**config.mk**
```make
export PLATFORM = sky130hd
export DESIGN_NAME = fetch_unit
export DESIGN_NICKNAME = d
export VERILOG_FILES = /design/src/rtl/fetch_unit.sv
export SDC_FILE = /design/constraint.sdc
export NUM_CORES = 1
export LEC_CHECK = 0
export CAP_MARGIN = 5
export CORE_MARGIN = 3
export CORE_UTILIZATION = 56
export CTS_CLUSTER_DIAMETER = 30
export CTS_CLUSTER_SIZE = 25
export DETAILED_ROUTE_END_ITERATION = 16
export PLACE_DENSITY = 0.74
export SYNTH_ARGS = -nofsm -noshare
export SYNTH_HDL_FRONTEND = slang
export SYNTH_SLANG_ARGS = --single-unit
export TNS_END_PERCENT = 30
```
**constraint.sdc**
```tcl
create_clock -name CLK -period 1.85 [get_ports CLK]
set_input_delay 0.185 -clock CLK [delete_from_list [all_inputs] [get_ports CLK]]
set_output_delay 0.185 -clock CLK [all_outputs]
set_load 0.05 [all_outputs]
```
**src/rtl/fetch_unit.sv**
```systemverilog
// fetch_unit: program counter and sequencer for the 8-bit datapath.
// Holds the PC and the ALU flag register, and resolves jumps and flag-conditional
// branches through a small writable target table.
// Implements the start/halt/done handshake with the harness.
module fetch_unit #(
    parameter int PC_W      = 10,
    parameter int LUT_DEPTH = 16
) (
    input  logic            CLK,
    input  logic            Reset,
    input  logic            start,
    input  logic            halt,
    input  logic            flag_in,
    input  logic            flag_we,
    input  logic            branch_en,
    input  logic            jump_en,
    input  logic [3:0]      target_idx,
    input  logic            lut_we,
    input  logic [3:0]      lut_waddr,
    input  logic [PC_W-1:0] lut_wdata,
    output logic [PC_W-1:0] pc,
    output logic            flag_q,
    output logic            running,
    output logic            done,
    output logic [15:0]     cycle_count
);

    typedef enum logic [1:0] {IDLE, RUN, DONE} state_t;

    state_t            state_q, state_d;
    logic [PC_W-1:0]   pc_q, pc_d;
    logic              flag_d;
    logic              running_q, running_d;
    logic              done_q, done_d;
    logic [15:0]       cycle_count_q, cycle_count_d;
    logic [PC_W-1:0]   lut_q [LUT_DEPTH];
    logic [PC_W-1:0]   lut_d [LUT_DEPTH];

    assign pc          = pc_q;
    assign running     = running_q;
    assign done        = done_q;
    assign cycle_count = cycle_count_q;

    // Next-state logic: table write, FSM transitions, PC selection, flag and cycle counter
    always_comb begin
        lut_d         = lut_q;
        state_d       = state_q;
        pc_d          = pc_q;
        flag_d        = flag_q;
        cycle_count_d = cycle_count_q;

        // Table writes happen in every state; reads below use lut_q, so a
        // same-cycle read of the written index returns the old entry.
        if (lut_we)
            lut_d[lut_waddr] = lut_wdata;

        case (state_q)
            IDLE, DONE: begin
                if (start) begin
                    state_d       = RUN;
                    pc_d          = '0;
                    cycle_count_d = '0;
                    flag_d        = 1'b0;
                end
            end
            RUN: begin
                if (cycle_count_q != 16'hFFFF)
                    cycle_count_d = cycle_count_q + 16'd1;
                // The flag is captured at the edge; a branch in this cycle
                // still sees the pre-edge flag_q.
                if (flag_we)
                    flag_d = flag_in;
                if (halt)
                    state_d = DONE;
                else if (jump_en)
                    pc_d = lut_q[target_idx];
                else if (branch_en && flag_q)
                    pc_d = lut_q[target_idx];
                else
                    pc_d = pc_q + PC_W'(1);
            end
            default: state_d = IDLE;
        endcase

        // Status outputs are registered copies of the next state.
        running_d = (state_d == RUN);
        done_d    = (state_d == DONE);
    end

    // State registers; reset clears everything including the target table
    always_ff @(posedge CLK) begin
        if (Reset) begin
            state_q       <= IDLE;
            pc_q          <= '0;
            flag_q        <= 1'b0;
            running_q     <= 1'b0;
            done_q        <= 1'b0;
            cycle_count_q <= '0;
            for (int i = 0; i < LUT_DEPTH; i++)
                lut_q[i] <= '0;
        end else begin
            state_q       <= state_d;
            pc_q          <= pc_d;
            flag_q        <= flag_d;
            running_q     <= running_d;
            done_q        <= done_d;
            cycle_count_q <= cycle_count_d;
            lut_q         <= lut_d;
        end
    end

endmodule

```
## Yosys cells after proc, flatten, opt, wreduce, memory -nomap -nowiden

Cells that the tools add are included.
Widths: inputs -> output; s select.

- Bits of input ports: 27
- Output and inout bits: 29
- Logic and storage cells: 66
- Flip-flop bits (word level): 191

- Bitwise operators: 2
- Equality and inequality tests: 9
- Reductions and logical operators: 8
- Multiplexer cells: 20
- Add/subtract/negate cells: 2
- $lt $le $gt $ge: 3

Operators with widths:

| operator | count |
|---|---|
| $bwmux 160 | 1 |
| $mux 10 | 7 |
| $bmux 10 s4 | 1 |
| $demux 10 s4 | 1 |
| $mux 16 | 2 |
| $pmux 16 s2 | 1 |
| $pmux 10 s2 | 1 |
| $add 16x1->16 const B | 1 |
| $ne 16x16->1 const B | 1 |
| $add 10x1->10 const B | 1 |
| $ge 5x5->1 const B | 2 |
| $not 4->5 | 2 |
| $reduce_and 3->1 | 3 |
| $ne 2x2->1 const B | 4 |
| $lt 5x1->1 const B | 1 |
| $eq 2x1->1 const B | 2 |
| $eq 2x2->1 const B | 2 |
| $mux 2 | 2 |
| $pmux 2 s2 | 1 |
| $logic_and 1x1->1 | 2 |
| $logic_not 2->1 | 1 |
| $mux 1 | 2 |
| $pmux 1 s2 | 1 |
| $reduce_bool 2->1 | 1 |
| $reduce_or 2->1 | 1 |

## Depth between registers and ports, before layout

- Depth in word-level cells: 8
- Gate-level depth with buffers: 7
- Gate-level depth less buffers: 6

## Least setup slack after synthesis

OpenSTA, ideal clock, no wires.

- Path type: register -> register
- From: register cycle_count_q[0], in the netlist cycle_count[0]
- To: register cycle_count_q[14], in the netlist cycle_count[14]
- Required time: 1,734 ps
- Buffers on the path: 0
- Setup slack: -253 ps
- Stages on the path, launching flop included: 7
- Arrival time: 1,986 ps
- Clock period less this slack: 2,103 ps
- Library setup time: 116 ps
- Cells stage by stage: dfxtp_1 > ha_1 > and3_1 > nand4_1 > nor3b_1 > a31oi_1 > a41o_1

- Cells in the longest elaborated chain, start to end: 3
- Elaborated cells between the ends (all ways): 6
- Classes of those cells: 1 x add/sub; 2 x eq/ne; 2 x mux; 1 x reduce/logical

Ends and longest elaborated chain:

| item | line | source |
|---|---|---|
| from (decl) | 35 | `logic [15:0] cycle_count_q, cycle_count_d;` |
| from (signal assigned) | 107 | `cycle_count_q <= cycle_count_d;` |
| $add 16x1->16 / $ne 16x16->1 (equally long branches) | 68, 67 |  |
| $mux 16 / $ne 2x2->1 (equally long branches) | n/a |  |
| $pmux 16 s2 / $reduce_and 3->1 (equally long branches) | n/a |  |

Parallel ways exist; a longest one is shown, timed or not. The select of a mux whose other input is x is not followed.
A chain may end at the register's enable or synchronous reset.

## Final worst setup path

- From: register pc_q[9], in the netlist pc[9]
- To: output port pc[9]

RTL lines:

| item | line | source |
|---|---|---|
| from (decl) | 31 | `logic [PC_W-1:0] pc_q, pc_d;` |
| from (signal assigned) | 103 | `pc_q <= pc_d;` |
| to (decl) | 21 | `output logic [PC_W-1:0] pc,` |

No word-level cell between the ends.

==> impl_metrics.csv <==
group,metric,value,unit
floorplan,start_util,58.2,%
critical_path,end_kind,"primary output",
pwr,switchingPower,2.07,mW
final_layout,instances_no_fill,1130,
place,preCtsSetupSlack,-401,ps
grt,grtUsageTotal,27.1,%
sta,hold_viol,0,
drt,wirelength,22.5,mm
grt,antenna_found_initial,0,
sta,finalClockSkew,4.69,ps
pwr,power,8.72,mW
drt,drcViolationCount,0,
place,placed_cells,1097,
sta,finalSetupViolCount,0,
pwr,powerDensity,829,nW/um^2
drt,drt_iter0_markers,822,
grt,grt_overflow,0,
place,io_buffers,55,
synth,yosysSeqAreaShare,44.3,%
final_layout,fillers,1043,
drt,via_per_inst,6.07,
clock_network,worstSkewPairLatency,430,ps
floorplan,fp.dieW,130,um
critical_path,crit_buf_inv,1,
synth,ys_ff_latch,191,
clock_network,clock_path_buffers,2,
final_layout,syn_to_final_growth,22.0,%
floorplan,ioPinCount,56,
status,status,"complete, no violations",
clock_network,numCtsBuffers,17,
pwr,peakVddDrop,1.14,mV
clock_network,cts_tree,"built",
pwr,clkPwrFrac,43.3,%
place,placed_area,9900,sq um
synth,synth_edf_count,0,
synth,ys_top_cells_by_area,"dfxtp_1 (44%), mux2i_1 (18%), mux4_2 (10%)",
synth,syn_area,8630,sq um
sta,period_minus_slack,1820,ps
critical_path,cp_slowest_stage_delay,820,ps
synth,ys.flop_type,"dfxtp_1",
pwr,p_sw_share,23.7,%
grt,grt_first_pass_wirelength,35.6,mm
synth,synth_cells,842,
place,hpwl,15.4,mm
critical_path,cp_max_fo,3,
synth,synthDominantCellAreaShare,44.3,%
synth,ys_types,58,
floorplan,die-area,16900,sq um
clock_network,clock-sinks,191,
final_layout,drive_above_1_share,19.0,%
place,routabilityCongestion,0.894,
critical_path,cpLargestDelayFamily,"buffers and inverters",
critical_path,crit_required,1660,ps
final_layout,final_util,71.0,%
sta,setup_ws,34.7,ps
run,drv_cap,0,
floorplan,core,14800,sq um
grt,grt_pass1_vias,6883,
synth,yosys_warnings,0,
grt,grt_max_degree,73,
clock_network,htreeDepth,4,
synth,synthTopCellsByCount,"dfxtp_1 (191), nor2_1 (179), mux2i_1 (158), nand2_1 (43), mux4_2 (40)",
sta,slew_headroom,51.2,%
pwr,power_frac_seq,48.2,%
drt,wl_per_cell,19.9,um
synth,synth_area_per_cell,10.2,sq um
drt,drtAntennaViolNets,0,
critical_path,start_kind,"register",
floorplan,row_count,44,
critical_path,path_cells,"clkdlybuf4s50_1",
synth,yosys.area.top_type,"dfxtp_1",
pwr,p_leak,4.18,nW
sta,slew_viol_final,0,
pwr,combPwrFrac,8.5,%
final_layout,seq_area,3840,sq um
critical_path,critical_path.slowest_cell,"clkdlybuf4s50_1",
drt,vias,6855,
final_layout,multiInputGateArea,4530,sq um
clock_network,cts-root-buf,"clkbuf_16",
clock_network,clk_pin_slew,70,ps
sta,max_freq,551,MHz
critical_path,criticalPathCategory,"reg2out",
sta,worst_pin_slew,730,ps
synth,syn-num-nets,871,
sta,tns,0,ps
final_layout,antennaDiodeCount,0,
final_layout,nets,963,
critical_path,crit_arrival,1630,ps
pwr,p_int,6.66,mW
synth,async_flop_share,0,%
sta,period_share,98.1,%
sta,whs,131,ps
drt,first_pass_iters,6,
min_path,hold_path.class,"in2reg",
floorplan,die_h,130,um
synth,yosysMostFrequentCell,"dfxtp_1",
final_layout,final_design_area_no_fill,10500,sq um
layout by cell type (no fill, tap or decap), types with 9 or more instances in the layout:
cell	netlist	final
a21oi_1	24	24
buf_12	0	16
buf_4	4	59
clkbuf_16	0	17
clkdlybuf4s50_1	0	41
dfxtp_1	191	179
dfxtp_2	0	12
dlygate4sd2_1	0	9
mux2i_1	158	158
mux4_2	40	40
nand2_1	43	43
nand3_1	14	14
nor2_1	179	179
o21ai_0	16	16
sequential cells by signal (all words and copies together), names as in the netlist:
name	count
cycle_count	16
done	1
flag_q	1
lut_q	160
pc	10
running	1
state_q	2
logic make-up after synthesis:
group / after synthesis / share of synthesized area (%)
AOI/OAI and AO/OA: 78 / 5.73
xor gates and xnor gates: 10 / 1.02
adders and majority gates: 2 / 0.290
buffers and inverters: 61 / 3.21
DFF: 191 / 44.3
muxes: 206 / 30.0
and+or+nand+nor: 294 / 15.4
repair_timing:
item / CTS / global route
resized for setup: 9 / 5
hold buffers: 0 / 0
endpoints found under the setup margin: 9 / 14
pin swaps: 0 / 1
buffers inserted: 0 / 2
final timing paths:
kind	start	depth (start not counted)	end	slack, ps
setup / recovery	pc[9]$_SDFFE_PP0P_	1	pc[9]	30
hold / removal	Reset	2	done$_SDFF_PP0_	130
setup reg to reg	cycle_count[0]$_SDFFE_PP0P_	7	cycle_count[14]$_SDFFE_PP0P_	60
hold reg to reg	lut_q[38]$_SDFFE_PP0P_	2	lut_q[38]$_SDFFE_PP0P_	450
power by group through the flow:
stage	clock network, mW	registers (mW)	logic (mW)
2_1_floorplan	0	4.32	0.411
3_3_place_gp	0	4.29	0.716
3_5_place_dp	0	4.30	0.733
4_1_cts	3.80	4.20	0.737
5_1_grt	3.96	4.21	0.794
6_report	3.77	4.20	0.745
layer usage:
layer	up-vias	GRT usage [%]	part of all wire, %	routed length (um)
met3	54	6.55	6.9	1550
met5	-	0	0	0
met2	287	45.2	49	10900
met1	3343	35.0	42	9490
met4	0	8.25	2.3	523
li1	3171	-	-	-
area by class of cell:
type	instances	area share, %
Timing Repair Buffer	130	12.4
Clock buffer	20	4.25
Sequential cell	191	36.5
Inverter	4	0.143
Multi-Input combinational cell	590	43.1
Clock inverter	11	1.46
Tap cell	184	2.19
Note: power is estimated with default switching activity, not from simulation.
